==> config.mk <==
export PLATFORM = sky130hd
export DESIGN_NAME = alu_seq_flat
export DESIGN_NICKNAME = d
export VERILOG_FILES = /design/src/rtl/alu_pkg.sv /design/src/rtl/alu_seq_if.sv /design/src/rtl/alu_mul_iter.sv /design/src/rtl/alu_seq.sv /design/src/flat_wrapper.sv
export SDC_FILE = /design/constraint.sdc
export NUM_CORES = 1
export LEC_CHECK = 0
export CAP_MARGIN = 20
export CORE_UTILIZATION = 67
export CTS_CLUSTER_DIAMETER = 60
export DETAILED_ROUTE_END_ITERATION = 16
export GPL_ROUTABILITY_DRIVEN = 0
export PLACE_DENSITY = 0.88
export SLEW_MARGIN = 0
export SYNTH_ARGS = -nofsm -noshare
export SYNTH_HDL_FRONTEND = slang
export SYNTH_HIERARCHICAL = 1
export SYNTH_SLANG_ARGS = --single-unit
==> constraint.sdc <==
create_clock -name clk -period 5.43 [get_ports clk]
set_input_delay 1.086 -clock clk [delete_from_list [all_inputs] [get_ports clk]]
set_output_delay 1.086 -clock clk [all_outputs]
set_load 0.02 [all_outputs]
==> src/rtl/alu_pkg.sv <==
// Shared opcodes and FSM state encoding for the sequenced ALU.
package alu_pkg;

   localparam logic [2:0] OP_ADD  = 3'b000;
   localparam logic [2:0] OP_SUB  = 3'b001;
   localparam logic [2:0] OP_AND  = 3'b010;
   localparam logic [2:0] OP_OR   = 3'b011;
   localparam logic [2:0] OP_XOR  = 3'b100;
   localparam logic [2:0] OP_SHL  = 3'b101;
   localparam logic [2:0] OP_MUL  = 3'b110;
   localparam logic [2:0] OP_PASS = 3'b111;

   typedef enum logic {
      ST_IDLE = 1'b0,
      ST_BUSY = 1'b1
   } state_t;

endpackage

==> src/rtl/alu_seq_if.sv <==
// Sequencer-facing bus of the ALU: data bus, A load, op handshake, result and flags.
interface alu_seq_if #(
   parameter int WIDTH = 16
);
   logic [WIDTH-1:0] bus;
   logic             a_ena;
   logic             op_valid;
   logic [2:0]       op;
   logic             op_ready;
   logic             out_valid;
   logic [WIDTH-1:0] alu_out;
   logic             flag_z;
   logic             flag_n;
   logic             flag_c;
   logic             flag_v;

   modport master (
      output bus, a_ena, op_valid, op,
      input  op_ready, out_valid, alu_out, flag_z, flag_n, flag_c, flag_v
   );

   modport slave (
      input  bus, a_ena, op_valid, op,
      output op_ready, out_valid, alu_out, flag_z, flag_n, flag_c, flag_v
   );
endinterface

==> src/rtl/alu_mul_iter.sv <==
// Radix-2 shift-add multiplier: one step per clock, WIDTH steps after start.
module alu_mul_iter #(
   parameter int WIDTH = 16
) (
   input  logic               clk,
   input  logic               rst_n,
   input  logic               start,
   input  logic [WIDTH-1:0]   a,
   input  logic [WIDTH-1:0]   b,
   output logic               done,
   output logic [2*WIDTH-1:0] product
);
   localparam int CW = $clog2(WIDTH);

   logic               busy_reg;
   logic [CW-1:0]      cnt_reg;
   logic [WIDTH-1:0]   mcand_reg;
   logic [2*WIDTH-1:0] acc_reg;
   logic [WIDTH-1:0]   addend;
   logic [WIDTH:0]     hi_sum;
   logic [2*WIDTH-1:0] acc_step;

   // Lower half starts as the multiplier and is consumed LSB-first as the sum shifts in.
   assign addend   = acc_reg[0] ? mcand_reg : '0;
   assign hi_sum   = {1'b0, acc_reg[2*WIDTH-1:WIDTH]} + {1'b0, addend};
   assign acc_step = {hi_sum, acc_reg[WIDTH-1:1]};

   // The final step's result is handed out directly so the caller can capture it on the same edge.
   assign done    = busy_reg && (cnt_reg == CW'(WIDTH-1));
   assign product = acc_step;

   always_ff @(posedge clk or negedge rst_n) begin
      if (!rst_n) begin
         busy_reg  <= 1'b0;
         cnt_reg   <= '0;
         mcand_reg <= '0;
         acc_reg   <= '0;
      end else if (start) begin
         busy_reg  <= 1'b1;
         cnt_reg   <= '0;
         mcand_reg <= a;
         acc_reg   <= {{WIDTH{1'b0}}, b};
      end else if (busy_reg) begin
         acc_reg <= acc_step;
         cnt_reg <= cnt_reg + 1'b1;
         if (done) begin
            busy_reg <= 1'b0;
         end
      end
   end
endmodule

==> src/rtl/alu_seq.sv <==
// Sequenced ALU: register A, result register G with flags, single-cycle ops plus iterative MUL.
module alu_seq
   import alu_pkg::*;
#(
   parameter int WIDTH = 16
) (
   input  logic       clk,
   input  logic       rst_n,
   alu_seq_if.slave   bus_if
);
   localparam int SHW = $clog2(WIDTH);
   localparam int MSB = WIDTH - 1;

   state_t             state_reg;
   logic [WIDTH-1:0]   a_reg;
   logic [WIDTH-1:0]   g_reg;
   logic               z_reg, n_reg, c_reg, v_reg;
   logic               out_valid_reg;

   logic               accept;
   logic               mul_start;
   logic               mul_done;
   logic [2*WIDTH-1:0] mul_product;
   logic [WIDTH:0]     sum_ext;
   logic [WIDTH:0]     diff_ext;
   logic [WIDTH-1:0]   res_next;
   logic               c_next, v_next;

   assign accept    = bus_if.op_valid && (state_reg == ST_IDLE);
   assign mul_start = accept && (bus_if.op == OP_MUL);

   alu_mul_iter #(.WIDTH(WIDTH)) u_mul (
      .clk     (clk),
      .rst_n   (rst_n),
      .start   (mul_start),
      .a       (a_reg),
      .b       (bus_if.bus),
      .done    (mul_done),
      .product (mul_product)
   );

   assign sum_ext  = {1'b0, a_reg} + {1'b0, bus_if.bus};
   assign diff_ext = {1'b0, a_reg} - {1'b0, bus_if.bus};

   always_comb begin
      res_next = '0;
      c_next   = 1'b0;
      v_next   = 1'b0;
      case (bus_if.op)
         OP_ADD: begin
            res_next = sum_ext[WIDTH-1:0];
            c_next   = sum_ext[WIDTH];
            v_next   = (a_reg[MSB] == bus_if.bus[MSB]) && (res_next[MSB] != a_reg[MSB]);
         end
         OP_SUB: begin
            // The extra top bit of the widened difference is the unsigned borrow.
            res_next = diff_ext[WIDTH-1:0];
            c_next   = diff_ext[WIDTH];
            v_next   = (a_reg[MSB] != bus_if.bus[MSB]) && (res_next[MSB] != a_reg[MSB]);
         end
         OP_AND:  res_next = a_reg & bus_if.bus;
         OP_OR:   res_next = a_reg | bus_if.bus;
         OP_XOR:  res_next = a_reg ^ bus_if.bus;
         OP_SHL:  res_next = a_reg << bus_if.bus[SHW-1:0];
         default: res_next = bus_if.bus;
      endcase
   end

   always_ff @(posedge clk or negedge rst_n) begin
      if (!rst_n) begin
         state_reg     <= ST_IDLE;
         a_reg         <= '0;
         g_reg         <= '0;
         z_reg         <= 1'b0;
         n_reg         <= 1'b0;
         c_reg         <= 1'b0;
         v_reg         <= 1'b0;
         out_valid_reg <= 1'b0;
      end else begin
         out_valid_reg <= 1'b0;
         case (state_reg)
            ST_IDLE: begin
               if (bus_if.a_ena) begin
                  a_reg <= bus_if.bus;
               end
               if (accept) begin
                  if (bus_if.op == OP_MUL) begin
                     state_reg <= ST_BUSY;
                  end else begin
                     g_reg         <= res_next;
                     z_reg         <= (res_next == '0);
                     n_reg         <= res_next[MSB];
                     c_reg         <= c_next;
                     v_reg         <= v_next;
                     out_valid_reg <= 1'b1;
                  end
               end
            end
            default: begin
               if (mul_done) begin
                  g_reg         <= mul_product[WIDTH-1:0];
                  z_reg         <= (mul_product[WIDTH-1:0] == '0);
                  n_reg         <= mul_product[MSB];
                  c_reg         <= |mul_product[2*WIDTH-1:WIDTH];
                  v_reg         <= 1'b0;
                  out_valid_reg <= 1'b1;
                  state_reg     <= ST_IDLE;
               end
            end
         endcase
      end
   end

   assign bus_if.op_ready  = (state_reg == ST_IDLE);
   assign bus_if.out_valid = out_valid_reg;
   assign bus_if.alu_out   = g_reg;
   assign bus_if.flag_z    = z_reg;
   assign bus_if.flag_n    = n_reg;
   assign bus_if.flag_c    = c_reg;
   assign bus_if.flag_v    = v_reg;
endmodule

==> src/flat_wrapper.sv <==
// flat-port wrapper written by rule: the top's interface ports become plain ports
module alu_seq_flat import alu_pkg::*;
#(
   parameter int WIDTH = 16
)
  (clk, rst_n, bus_if_bus, bus_if_a_ena, bus_if_op_valid, bus_if_op, bus_if_op_ready, bus_if_out_valid, bus_if_alu_out, bus_if_flag_z, bus_if_flag_n, bus_if_flag_c, bus_if_flag_v);
  alu_seq_if #(.WIDTH(WIDTH)) bus_if_i ();
  input  logic clk;
  input  logic rst_n;
  input wire logic [$bits(bus_if_i.bus)-1:0] bus_if_bus;
  input wire logic [$bits(bus_if_i.a_ena)-1:0] bus_if_a_ena;
  input wire logic [$bits(bus_if_i.op_valid)-1:0] bus_if_op_valid;
  input wire logic [$bits(bus_if_i.op)-1:0] bus_if_op;
  output wire logic [$bits(bus_if_i.op_ready)-1:0] bus_if_op_ready;
  output wire logic [$bits(bus_if_i.out_valid)-1:0] bus_if_out_valid;
  output wire logic [$bits(bus_if_i.alu_out)-1:0] bus_if_alu_out;
  output wire logic [$bits(bus_if_i.flag_z)-1:0] bus_if_flag_z;
  output wire logic [$bits(bus_if_i.flag_n)-1:0] bus_if_flag_n;
  output wire logic [$bits(bus_if_i.flag_c)-1:0] bus_if_flag_c;
  output wire logic [$bits(bus_if_i.flag_v)-1:0] bus_if_flag_v;
  assign bus_if_i.bus = bus_if_bus;
  assign bus_if_i.a_ena = bus_if_a_ena;
  assign bus_if_i.op_valid = bus_if_op_valid;
  assign bus_if_i.op = bus_if_op;
  assign bus_if_op_ready = bus_if_i.op_ready;
  assign bus_if_out_valid = bus_if_i.out_valid;
  assign bus_if_alu_out = bus_if_i.alu_out;
  assign bus_if_flag_z = bus_if_i.flag_z;
  assign bus_if_flag_n = bus_if_i.flag_n;
  assign bus_if_flag_c = bus_if_i.flag_c;
  assign bus_if_flag_v = bus_if_i.flag_v;
  alu_seq #(.WIDTH(WIDTH)) u_core (.clk(clk), .rst_n(rst_n), .bus_if(bus_if_i));
endmodule
==> flow_summary.toml <==
[status]
status = "complete, no violations"

[timing]
hold_violations = 0
fin_crit_ps = 4420
setup_viol = 0
max_slew_margin_pct = 44.7
fin_crit_sh_pct = 81.4
fmax_ghz = 0.226
worst_pin_slew_ps = 829
tns_ps = 0
hold_ws_ps = 479
rsz0062_at_grt = "false"
drv_slew = 0
clock_skew_ps = 9.33

[clock_tree]
cts_tree = "yes"
cts_resized = 0
cts_hold_buf = 0
cts_max_level = 3
root_buffer = "clkbuf_16"
clock_path_buffers = 2
clk_pin_slew_ps = 70
clkSinkCount = 90
cts_setup_buffers = 0
cts_buffers = 9
clock_latency_ps = 360

[floorplanning]
start_util_pct = 69.4
die-height_um = 114
die_width_um = 114
io_pins = 45
die_area_um2 = 13000
floorplan.rows = 40
coreArea_um2 = 12100

[synth]
synth_area_leader_cell = "dfrtp_1"
syn-num-nets = 1111
synth_edf_count = 0
yosysSeqAreaShare_pct = 26.8
netlist_top_cells_area = "dfrtp_1, ha_1, o21ai_0"
synthCells = 1016
postSynth.asyncResetShare_pct = 100
ys_ff_latch = 90
yosysUniqueCellTypes = 89
synth_top_area_share_pct = 26.8
syn_area_um2 = 8410
yosysMostFrequentCell = "nand2_1"
yosys-top-cells-count = "nand2_1, dfrtp_1, o21ai_0, nor2_1, ha_1"
synth_area_per_cell_um2 = 8.28
synth_flop_cell = "dfrtp_1"
ys_warn_count = 6

[drt]
wl_per_cell_um = 20.8
drc_errors = 0
vias = 8249
drt_iter0_markers = 1319
routed_via_density = 6.97
wl_um = 24700
drtPass1Iterations = 6
drtAntennaViolNets = 0

[power]
ir_drop_mv = 0.144
p_per_area_nw_per_um2 = 191
p_leak_nw = 3.91
power_w = 0.00174

[grt]
grt_pass1_vias = 7558
grt.overflow.total = 0
grt_pass1_wl_um = 39500
grt_usage_pct = 38.9
grt_max_degree = 73
antenna_found_initial = 0

[critical_path]
path_max_fanout = 18
path_delay_family = "compound AO/OA/AOI/OAI gates"
crit_path_start_kind = "input port"
crit_chain = "clkdlybuf4s50_1 > buf_4 > ha_1 > inv_1 > fa_1 > nand2b_1 > a221o_1 > mux2i_1 > o22ai_1 > o32ai_1 > inv_1 > a2111oi_2 > nand4_1 > nand4b_1 > o21ai_1"
cp_common_cell = "inv_1"
critPathBufInv = 4
regToRegSetupSlack_ps = 1790
end_kind = "register"
critPathLaunch = "bus_if_bus[0]"
critical_path_class = "input port to register"
path_depth = 15
slowest_delay_ps = 600
required_ps = 5720
slowest_stage = "o32ai_1"
crit_end = "u_core/bus_if.flag_z$_DFFE_PN0P_"
r2r_start = "u_core/a_reg[6]$_DFFE_PN0P_"
r2r-end = "u_core/bus_if.flag_z$_DFFE_PN0P_"
crit_arrival_ps = 4700
worstRegToRegCells = 12

[flow_run]
cap_violations = 0

[final_layout]
diodes = 0
nNetsFinal = 1106
syn2layout_area_growth_pct = 8.57
final_util_pct = 75.4
fill_cells = 902
drive_gt1_share_pct = 8.86
largest_reg_flops = 32
final_cell_area_um2 = 9130

[placed_design]
portBuffers = 44
dpl-instance-area_um2 = 8820
dp_hpwl_um = 17900

[min_path]
worstHoldPathType = "register to register"
[where the power goes]
group / internal, W / total, W / switching (W)
registers: 0.000677 / 0.000699 / 0.0000217
clock network: 0.000316 / 0.000605 / 0.000288
logic: 0.000166 / 0.000440 / 0.000274
total: 0.00116 / 0.00174 / 0.000584
[worst min-delay path, delay by kind of cell (launching register included)]
family	cells	cell delay (ps)
flip-flops	1	340
AND/OR/NAND/NOR	1	40
AO/OA/AOI/OAI	1	60
[per-layer routing]
| metal | track usage [%] | vias up | part of all wire (%) |
|---|---|---|---|
| met5 | 0 | - | 0 |
| met4 | 14.4 | 0 | 3.5 |
| met3 | 9.03 | 99 | 13 |
| met2 | 59.5 | 627 | 44 |
| met1 | 53.9 | 3845 | 40 |
| li1 | - | 3678 | - |
[worst min path at each step]
stage	cells past startpoint	slack (ps)	from	to
floorplan	2	460	u_core/u_mul/acc_reg[30]$_DFFE_PN0P_	u_core/u_mul/acc_reg[30]$_DFFE_PN0P_
global placement	2	460	u_core/bus_if.alu_out[6]$_DFFE_PN0P_	u_core/bus_if.alu_out[6]$_DFFE_PN0P_
detailed placement	2	470	u_core/bus_if.alu_out[5]$_DFFE_PN0P_	u_core/bus_if.alu_out[5]$_DFFE_PN0P_
CTS	2	490	u_core/bus_if.alu_out[5]$_DFFE_PN0P_	u_core/bus_if.alu_out[5]$_DFFE_PN0P_
global route	1	520	u_core/bus_if.alu_out[7]$_DFFE_PN0P_	u_core/bus_if.alu_out[7]$_DFFE_PN0P_
finish	2	480	u_core/bus_if.alu_out[5]$_DFFE_PN0P_	u_core/bus_if.alu_out[5]$_DFFE_PN0P_
[cells in the final DEF (no fill, tap or decap), types with 6 or more instances in the layout]
cell	n
a22oi_1	14
a211oi_1	8
nand4_1	9
o21ai_0	83
o221ai_1	6
a21o_1	10
nor4_1	13
a31oi_1	9
nor3_1	26
a221o_1	8
nand2_1	104
mux2_2	17
ha_1	69
a221oi_1	6
a21oi_1	59
o21ai_1	10
nand2b_1	7
clkbuf_16	9
and2_1	19
nand3_1	14
nor2_1	78
o22ai_1	13
mux2i_1	41
nor2b_1	10
clkdlybuf4s50_1	43
inv_1	52
xor2_1	10
mux4_2	9
xnor2_1	7
buf_4	21
dfrtp_1	90
inv_2	6
o211ai_1	13
o21a_1	8
[cell families (layout without fill, tap and decap cells)]
group	Yosys count	in the layout	share of synthesized area, %
XOR/XNOR	17	17	1.77
flip-flops	90	90	26.8
AND/OR/NAND/NOR	313	313	17.9
multiplexers	67	67	9.57
AO/OA/AOI/OAI	315	315	25.4
buffers and inverters	142	142	7.57
adder cells (fa/ha/maj)	72	72	11.0
[cell type report]
class                      instances  area, um^2  area share, %
sequential                        90        2250           24.7
clock inverter                     6        50.0          0.548
clock buffer                      10         229           2.51
inverter                          60         225           2.47
tap                              168         210           2.30
multi-input combinational        784        5530           60.5
timing repair buffer              66         636           6.96
[through the flow]
stage	std cells	worst slack, ps
6_report	1184	1010
5_1_grt	1184	789
4_1_cts	1183	1200
3_5_place_dp	1167	851
3_3_place_gp	1167	893
2_1_floorplan	1016	1210
Power figures use the tool's default switching activity.
